`src/rtl/cpu_clk_ctrl_if.sv`:
```
// Control/status bundle between the board-level controls and the CPU clock-enable controller.
interface cpu_clk_ctrl_if #(
    parameter int CNT_W = 32
);
    logic             run;
    logic             step_btn;
    logic             halt;
    logic [CNT_W-1:0] div_max;
    logic             cpu_ce;
    logic [CNT_W-1:0] cycle_cnt;
    logic [1:0]       state;
    logic             halted;

    modport master (
        output run, step_btn, halt, div_max,
        input  cpu_ce, cycle_cnt, state, halted
    );

    modport slave (
        input  run, step_btn, halt, div_max,
        output cpu_ce, cycle_cnt, state, halted
    );
endinterface

```
`src/rtl/cpu_clk_ctrl.sv`:
```
// Run/step/halt controller producing a one-cycle CPU clock-enable pulse,
// with a debounced single-step button and an executed-cycle counter.
module cpu_clk_ctrl #(
    parameter int DEBOUNCE_CYCLES = 16,
    parameter int CNT_W           = 32
) (
    input logic            clk,
    input logic            rst_n,
    cpu_clk_ctrl_if.slave  bus
);
    localparam int DB_W = (DEBOUNCE_CYCLES > 1) ? $clog2(DEBOUNCE_CYCLES) : 1;
    localparam logic [DB_W-1:0] DB_LAST = DB_W'(DEBOUNCE_CYCLES - 1);

    typedef enum logic [1:0] {
        IDLE   = 2'd0,
        RUN    = 2'd1,
        STEP   = 2'd2,
        HALTED = 2'd3
    } state_t;

    logic             run_meta, run_s;
    logic             btn_meta, btn_s;
    logic [DB_W-1:0]  db_cnt;
    logic             db_level;
    logic             step_evt;
    state_t           state_q;
    logic [CNT_W-1:0] div_cnt;
    logic             cpu_ce_q;
    logic [CNT_W-1:0] cycle_cnt_q;
    logic             halted_q;

    // NOTE: sequential state uses non-blocking assignments so every flop samples
    // pre-edge values; blocking here would collapse the 2-flop synchronizer into one.
    always_ff @(posedge clk or negedge rst_n) begin
        if (!rst_n) begin
            run_meta <= 1'b0;
            run_s    <= 1'b0;
            btn_meta <= 1'b0;
            btn_s    <= 1'b0;
        end else begin
            run_meta <= bus.run;
            run_s    <= run_meta;
            btn_meta <= bus.step_btn;
            btn_s    <= btn_meta;
        end
    end

    // The level is accepted on the DEBOUNCE_CYCLES-th consecutive differing cycle;
    // step_evt is raised in the same edge that the level rises.
    always_ff @(posedge clk or negedge rst_n) begin
        if (!rst_n) begin
            db_cnt   <= '0;
            db_level <= 1'b0;
            step_evt <= 1'b0;
        end else begin
            step_evt <= 1'b0;
            if (btn_s == db_level) begin
                db_cnt <= '0;
            end else if (db_cnt == DB_LAST) begin
                db_level <= btn_s;
                db_cnt   <= '0;
                step_evt <= btn_s;
            end else begin
                db_cnt <= db_cnt + DB_W'(1);
            end
        end
    end

    always_ff @(posedge clk or negedge rst_n) begin
        if (!rst_n) begin
            state_q     <= IDLE;
            div_cnt     <= '0;
            cpu_ce_q    <= 1'b0;
            cycle_cnt_q <= '0;
            halted_q    <= 1'b0;
        end else begin
            cpu_ce_q <= 1'b0;
            if (cpu_ce_q) cycle_cnt_q <= cycle_cnt_q + CNT_W'(1);

            case (state_q)
                IDLE: begin
                    if (bus.halt) begin
                        state_q  <= HALTED;
                        halted_q <= 1'b1;
                    end else if (run_s) begin
                        state_q <= RUN;
                        div_cnt <= '0;
                    end else if (step_evt) begin
                        state_q <= STEP;
                    end
                end
                RUN: begin
                    if (bus.halt) begin
                        state_q  <= HALTED;
                        halted_q <= 1'b1;
                    end else if (!run_s) begin
                        state_q <= IDLE;
                        div_cnt <= '0;
                    end else if (div_cnt >= bus.div_max) begin
                        div_cnt  <= '0;
                        cpu_ce_q <= 1'b1;
                    end else begin
                        div_cnt <= div_cnt + CNT_W'(1);
                    end
                end
                STEP: begin
                    if (bus.halt) begin
                        state_q  <= HALTED;
                        halted_q <= 1'b1;
                    end else begin
                        cpu_ce_q <= 1'b1;
                        state_q  <= IDLE;
                    end
                end
                default: begin
                    // HALTED is sticky until reset.
                    state_q <= HALTED;
                end
            endcase
        end
    end

    assign bus.cpu_ce    = cpu_ce_q;
    assign bus.cycle_cnt = cycle_cnt_q;
    assign bus.state     = state_q;
    assign bus.halted    = halted_q;
endmodule
```
`src/flat_wrapper.sv`:
```
// flat-port wrapper written by rule: the top's interface ports become plain ports
module cpu_clk_ctrl_flat 
#(
    parameter int DEBOUNCE_CYCLES = 16,
    parameter int CNT_W           = 32
)
  (clk, rst_n, bus_run, bus_step_btn, bus_halt, bus_div_max, bus_cpu_ce, bus_cycle_cnt, bus_state, bus_halted);
  cpu_clk_ctrl_if #(.CNT_W(CNT_W)) bus_i ();
  input logic clk;
  input logic rst_n;
  input wire logic [$bits(bus_i.run)-1:0] bus_run;
  input wire logic [$bits(bus_i.step_btn)-1:0] bus_step_btn;
  input wire logic [$bits(bus_i.halt)-1:0] bus_halt;
  input wire logic [$bits(bus_i.div_max)-1:0] bus_div_max;
  output wire logic [$bits(bus_i.cpu_ce)-1:0] bus_cpu_ce;
  output wire logic [$bits(bus_i.cycle_cnt)-1:0] bus_cycle_cnt;
  output wire logic [$bits(bus_i.state)-1:0] bus_state;
  output wire logic [$bits(bus_i.halted)-1:0] bus_halted;
  assign bus_i.run = bus_run;
  assign bus_i.step_btn = bus_step_btn;
  assign bus_i.halt = bus_halt;
  assign bus_i.div_max = bus_div_max;
  assign bus_cpu_ce = bus_i.cpu_ce;
  assign bus_cycle_cnt = bus_i.cycle_cnt;
  assign bus_state = bus_i.state;
  assign bus_halted = bus_i.halted;
  cpu_clk_ctrl #(.DEBOUNCE_CYCLES(DEBOUNCE_CYCLES), .CNT_W(CNT_W)) u_core (.clk(clk), .rst_n(rst_n), .bus(bus_i));
endmodule
```
`config.mk`:
```
export PLATFORM = sky130hd
export DESIGN_NAME = cpu_clk_ctrl_flat
export DESIGN_NICKNAME = d
export VERILOG_FILES = /design/src/rtl/cpu_clk_ctrl_if.sv /design/src/rtl/cpu_clk_ctrl.sv /design/src/flat_wrapper.sv
export SDC_FILE = /design/constraint.sdc
export NUM_CORES = 1
export LEC_CHECK = 0
export ABC_AREA = 0
export BUFFER_PORTS_ARGS = -buffer_cell sky130_fd_sc_hd__buf_2
export CAP_MARGIN = 20
export CORE_ASPECT_RATIO = 0.7
export CORE_UTILIZATION = 45
export DETAILED_ROUTE_END_ITERATION = 16
export GPL_TIMING_DRIVEN = 1
export PLACE_DENSITY = 0.75
export SLEW_MARGIN = 0
export SYNTH_ARGS = -nofsm -noshare
export SYNTH_HDL_FRONTEND = slang
export SYNTH_SLANG_ARGS = --single-unit
```
`constraint.sdc`:
```
create_clock -name clk -period 3.4 [get_ports clk]
set_input_delay 0 -clock clk [delete_from_list [all_inputs] [get_ports clk]]
set_output_delay 0 -clock clk [all_outputs]
set_load 0.005 [all_outputs]
```
==> impl_metrics.tcl, run 1 <==
set metrics [dict create \
    use_met3_pct 4.61 \
    drt-initial-drc-count 240 \
    final_nets 635 \
    use_met2_pct 30.4 \
    htreeDepth 3 \
    io_buffers 72 \
    yosys_warnings 0 \
    placementRows 30 \
    viasPerCell 5.39 \
    cap_violations 0 \
    finalMaxSlewViolations 0 \
    drive_gt1_share_pct 18.7 \
    worst_slew_pin_slew_ns 0.949 \
    synth.area.top_cells "dfrtp_1 (43%), ha_1 (11%), xnor2_1 (5.0%)" \
    hold_path.class "input port to flip-flop" \
    first_pass_iters 4 \
    finClkSkew_ns 0.00587 \
    insertion_delay_ns 0.33 \
    worstPathRequired_ns 3.63 \
    cts_buffers 9 \
    powerDensity_mw_per_mm2 478 \
    synth_top_area_share_pct 42.7 \
    area.growth.synth_to_final_pct 18.7 \
    clk_pin_slew_ns 0.06 \
    p_leak_nw 2.78 \
    crit_type "flip-flop to flip-flop" \
    use_met1_pct 28.8 \
    status "completed" \
    yosys_most_used_dff "dfrtp_1" \
    vdd.ir_drop.worst_v 0.000251 \
    stdcell_count 690 \
    cts_tree "built" \
    grt_usage_pct 20.2 \
    grt_max_degree 79 \
    synth-edff-count 0 \
    cts-resized-gates 0 \
    multi_input_area_sq_mm 0.00241 \
    grt_busiest_layer "met2" \
    clk_path_buf_depth 2 \
    critical-path-max-stage-delay_ns 0.47 \
    io_pins 73 \
    fillers 831 \
    path_cells "inv_1, ha_1, nand2b_1, a2111o_1, a32oi_1, a311oi_1, or2_1, or3_4, o311ai_1" \
    fin_crit_sh_pct 82.9 \
    place_congestion 0.783 \
    hold_viol 0 \
    cp.arrival_ns 3.05 \
    ant_nets 0 \
    overflow 0 \
    dp_hpwl_um 7140 \
    core_area_sq_mm 0.00980 \
    cp-end-kind "flip-flop" \
    antenna_found_initial 0 \
    clock-sinks 78 \
    syn_nets 557 \
    synthesis.area_per_instance_sq_um 9.50 \
    crit_slowest_cell "or3_4" \
    start_util_pct 46.7 \
    vias 3716 \
    netlist_top_cells_count "dfrtp_1 (78), nand2_1 (55), nand3_1 (43), inv_1 (41), ha_1 (39)" \
    cts_root_buffer "clkbuf_16" \
    relSlewSlack_pct 36.7 \
    ys_ff_latch 78 \
    synth.most_common_cell "dfrtp_1" \
    drc 0 \
    syn_inst 481 \
    setup_tns_ns 0 \
    rsz0062_at_grt "false" \
    die_w_um 122 \
    fp.dieH_um 86.3 \
    setup_viol 0 \
    dieArea_sq_mm 0.0106 \
    final.min_clock_period_ns 2.82 \
    async_flop_share_pct 100 \
    dp.cells 671 \
    grt_pass1_vias 3546 \
    ys_seq_area_share_pct 42.7 \
    regArea_sq_mm 0.00195 \
    grt_pass1_wl_um 16700 \
    path_max_fanout 12 \
    fmax_mhz 355 \
    drt-wirelength-per-cell_um 14.2 \
    syn_area_sq_mm 0.00457 \
    crit_path_start_kind "flip-flop" \
    synth_area_leader_cell "dfrtp_1" \
    diodes 0 \
    finalWirelength_um 9800 \
    yosys.cell_types.count 45 \
]
-- worst max-delay path: cells and delay by family (launching register included) --
kind                       cells  cell delay [ns]
AOI/OAI and AO/OA              4             1.06
adders and majority gates      1             0.26
buffers and inverters          1             0.07
DFF                            1             0.43
and+or+nand+nor                3             0.88
-- power by group --
part	leakage [nW]	switching, mW	internal [mW]	total [mW]
Sequential	1.06	0.0556	0.976	1.03
Combinational	1.57	0.324	0.242	0.566
Clock	0.148	0.360	0.634	0.994
-- what timing repair did --
item                                   4_1_cts  5_1_grt
endpoints found under the hold margin       82        0
setup buffers                                0        0
hold buffers                                 4        0
-- per-stage QoR --
| stage | hold slack [ns] | cell area [sq um] | setup slack, ns | power (mW) | utilization (%) |
|---|---|---|---|---|---|
| detailed placement | 0.115 | 5060 | 0.607 | 1.57 | 51.6 |
| CTS | 0.297 | 5400 | 0.571 | 2.58 | 55.1 |
| global route | 0.310 | 5430 | 0.355 | 2.73 | 55.4 |
| floorplan | -0.296 | 4570 | 0.808 | 1.41 | - |
| finish | 0.307 | 5430 | 0.581 | 2.59 | 55.4 |
| global placement | 0.110 | 5060 | 0.699 | 1.55 | 51.6 |
-- area by class of cell --
class                           instances  area share [%]
Inverter                               41            2.84
Clock inverter                          4            1.36
Clock buffer                           10            4.22
Multi-Input combinational cell        350            44.5
Timing Repair Buffer                   79            8.21
Sequential cell                        78            36.0
Tap cell                              128            2.95
-- sequential cells by signal, summed over array words and instances, names as in the netlist, 2 cells and up --
| signal | count |
|---|---|
| u_core.bus.cycle_cnt | 32 |
| u_core.db_cnt | 4 |
| u_core.bus.state | 2 |
| u_core.div_cnt | 32 |
-- worst paths after layout --
check,from,end,slack [ns],cells after the start
max,u_core.div_cnt[0],u_core.div_cnt[21],0.58,9
min,bus_run,u_core.run_meta,0.31,2
max reg2reg,u_core.div_cnt[0],u_core.div_cnt[21],0.58,9
min reg2reg,u_core.btn_meta,u_core.btn_s,0.35,0
max in group asynchronous,rst_n,u_core.div_cnt[13],2.43,2
min in group asynchronous,rst_n,u_core.bus.cycle_cnt[9],0.37,2
-- cells by family (layout without fill, tap and decap cells) --
kind of cell / count (synthesis) / after routing / synth area share [%]
muxes: 7 / 7 / 1.61
AOI/OAI and AO/OA: 84 / 84 / 13.5
buffers and inverters: 53 / 134 / 4.68
adders and majority gates: 39 / 39 / 10.7
and+or+nand+nor: 186 / 186 / 20.4
DFF: 78 / 78 / 42.7
xor gates and xnor gates: 34 / 34 / 6.51
-- per-layer routing --
metal,vias up,routed length (um)
met5,-,0
met4,0,113
met3,10,424
met2,85,4430
met1,1759,4840
li1,1862,-
-- cell usage in the layout (no fill, tap or decap), types with 2 or more instances in the layout --
master          n
nand3_1        43
o311ai_2        8
mux2_2          3
nor3b_1         3
nand4_1        15
o311ai_1        2
buf_4           3
dfrtp_1        78
ha_1           39
o21a_1          2
inv_1          41
o21ai_0         5
nor2b_1         2
o21ai_1         6
mux2i_1         4
a21o_1         14
xor2_1          8
xnor2_1        26
a221o_1         2
nor3_1         10
nand2b_1        2
a21oi_1        31
or2_1           2
and3_1         13
and2_1          3
dlygate4sd3_1   4
or2_2           4
a22o_1          7
buf_2          71
or3_1           3
clkbuf_16       9
bufinv_16       2
nand2_1        55
and4_1          5
nor2_1         22
(Power assumes the default switching activity.)
==> inputs of run 2 (changes only) <==
- ABC_AREA: 0 -> 1
- PLACE_DENSITY: 0.75 -> 0.77
- clock period: 3.4 -> 2.4 ns (I/O delays scaled with it)
==> run 2 against run 1 <==
Net effect:
- combinational power up 8.8%
- register-to-register slack got worse by 0.33 ns
- area after synthesis rose by 14%
- critical path type unchanged
- worst setup slack got worse by 0.33 ns
- worst hold slack got worse by 0.29 ns
- wire length up 20%
- synthesized cell count up 45%
- sequential share of layout area is 4.3 points lower
- total power is 39% higher
- via count rose by 21%
==> impl_metrics.tcl, run 2 <==
set metrics [dict create \
    cap_violations 0 \
    dp_hpwl_um 9020 \
    core_area_sq_mm 0.0112 \
    path_cells "inv_1, ha_1, nand4_1, nor2_1, nor2_1, nand2_1, nand2_1, nand2_1, nand2_1, nand2_1, nor2_2, buf_4, nand2_1, nand2_1" \
    fin_ws_ns 0.254 \
    syn_nets 773 \
    viasPerCell 4.77 \
    final.min_clock_period_ns 2.15 \
    async_flop_share_pct 100 \
    grt_pass1_vias 4109 \
    htreeDepth 3 \
    crit_type "flip-flop to flip-flop" \
    sw_frac_of_total_pct 29.4 \
    ys_ff_latch 78 \
    powerDensity_mw_per_mm2 585 \
    grt_pass1_wl_um 19800 \
    fp.dieH_um 92.1 \
    syn_inst 697 \
    dieArea_sq_mm 0.0120 \
    vias 4484 \
    cp_num_buf_inv 2 \
    cts_tree "built" \
    vdd.ir_drop.worst_v 0.000412 \
    critical-path-max-stage-delay_ns 0.41 \
    path_max_fanout 20 \
    p_comb_share_pct 17.1 \
    drive_gt1_share_pct 15.1 \
    insertion_delay_ns 0.34 \
    final_cell_mix "nand2_1 (230), inv_1 (105), dfrtp_1 (78), buf_2 (71), nor2_1 (63)" \
    ant_nets 0 \
    io_buffers 72 \
    cp_common_cell "nand2_1" \
    cts_buffers 9 \
    hold_viol 0 \
    p_seq_share_pct 40.9 \
    clock-sinks 78 \
    clk_path_buf_depth 2 \
    cp-end-kind "flip-flop" \
    overflow 0 \
    yosys.cell_types.count 37 \
    clk_pin_slew_ns 0.06 \
    synth-edff-count 0 \
    area.growth.synth_to_final_pct 18.0 \
    drt-wirelength-per-cell_um 12.5 \
    netlist_top_cells_count "nand2_1 (230), inv_1 (105), dfrtp_1 (78), nor2_1 (63), xor2_1 (45)" \
    p_leak_nw 3.43 \
    final_common_cell "nand2_1" \
    finClkSkew_ns 0.00612 \
    synth_area_leader_cell "dfrtp_1" \
    yosys_most_used_dff "dfrtp_1" \
    fillers 1028 \
    grt_max_degree 79 \
    start_util_pct 46.7 \
    syn_area_sq_mm 0.00522 \
    fin_crit_sh_pct 89.4 \
    synthesis.area_per_instance_sq_um 7.49 \
    worstPathRequired_ns 2.67 \
    placementRows 32 \
    synth.area.top_cells "dfrtp_1 (37%), nand2_1 (17%), ha_1 (9.3%)" \
    pwr-share-clk_pct 42.0 \
    fmax_mhz 466 \
    grt_usage_pct 21.2 \
    ys_seq_area_share_pct 37.4 \
    finalMaxSlewViolations 0 \
    drc 0 \
    diodes 0 \
    place_ws_ns 0.306 \
    final_nets 858 \
    status "completed" \
    synth.most_common_cell "nand2_1" \
    cp.arrival_ns 2.42 \
    worst_slew_pin_slew_ns 0.567 \
    finalWirelength_um 11700 \
    cts_root_buffer "clkbuf_16" \
    crit_path_start_kind "flip-flop" \
    place_congestion 0.872 \
    setup_tns_ns 0 \
    first_pass_iters 5 \
    drt-initial-drc-count 290 \
    switchingPower_mw 1.06 \
    relSlewSlack_pct 61.9 \
    io_pins 73 \
    antenna_found_initial 0 \
    yosys_warnings 0 \
    setup_viol 0 \
    crit_slowest_cell "dfrtp_1" \
    synth_top_area_share_pct 37.4 \
    intPower_mw 2.55 \
    hold_path.class "input port to asynchronous set/reset pin" \
    cp_top_family "simple AND/OR/NAND/NOR gates" \
    die_w_um 131 \
    rsz0062_at_grt "false" \
]
==> run 2: worst paths after layout <==
check | start | endpoint | slack (ns) | cells after the start
hold reg to reg | u_core.btn_meta | u_core.btn_s | 0.35 | 0
min in group clk | bus_halt | u_core.bus.halted | 0.04 | 3
setup / recovery | u_core.div_cnt[0] | u_core.div_cnt[16] | 0.25 | 14
setup reg to reg | u_core.div_cnt[0] | u_core.div_cnt[16] | 0.25 | 14
hold / removal | rst_n | u_core.bus.cycle_cnt[13] | 0.02 | 2
max in group asynchronous | rst_n | u_core.div_cnt[23] | 1.79 | 3
==> run 2: metal layers <==
| metal | GRT usage, % | wire length [um] | up-vias |
|---|---|---|---|
| met5 | 0 | 0 | - |
| met4 | 5.08 | 125 | 0 |
| met3 | 5.37 | 709 | 10 |
| met2 | 28.9 | 4700 | 119 |
| met1 | 32.7 | 6200 | 2020 |
| li1 | - | - | 2335 |
==> run 2: cell families (layout without fill, tap and decap cells) <==
| kind of cell | count (synthesis) | in the layout | synth area share, % |
|---|---|---|---|
| AO/OA/AOI/OAI | 43 | 43 | 4.65 |
| XOR/XNOR | 59 | 59 | 9.90 |
| adder cells (fa/ha/maj) | 39 | 39 | 9.35 |
| buffers and inverters | 113 | 203 | 8.37 |
| flip-flops | 78 | 78 | 37.4 |
| AND/OR/NAND/NOR | 365 | 365 | 30.3 |
==> run 2: timing repair <==
item                                   CTS  global route
gates resized for setup                  0             0
endpoints found under the hold margin   80             0
setup buffers                            0             0
hold buffers                             3             0
==> run 2: per-stage QoR <==
step	power [mW]	utilization, %	std cells	area (sq um)	hold WS [ns]
floorplan	1.87	-	697	5220	-0.296
global placement	2.09	51.7	920	5770	0.109
detailed placement	2.11	51.7	920	5770	0.110
CTS	3.63	54.9	939	6130	0.0254
global route	3.79	55.2	940	6160	0.0296
finish	3.60	55.2	940	6160	0.0198
==> run 2: cell type report <==
type,instances,area [sq um],share of cell area (%)
sequential,78,1950,31.7
clock buffer,10,239,3.88
clock inverter,6,92.6,1.50
tap,153,191,3.11
multi-input combinational,506,2830,45.9
inverter,106,398,6.46
timing repair buffer,81,458,7.43
==> run 2: power groups by stage <==
stage | Sequential [mW] | Clock (mW) | Combinational [mW]
finish | 1.47 | 1.52 | 0.616
global placement | 1.49 | 0 | 0.599
detailed placement | 1.50 | 0 | 0.609
CTS | 1.47 | 1.54 | 0.619
global route | 1.48 | 1.61 | 0.702
floorplan | 1.48 | 0 | 0.393
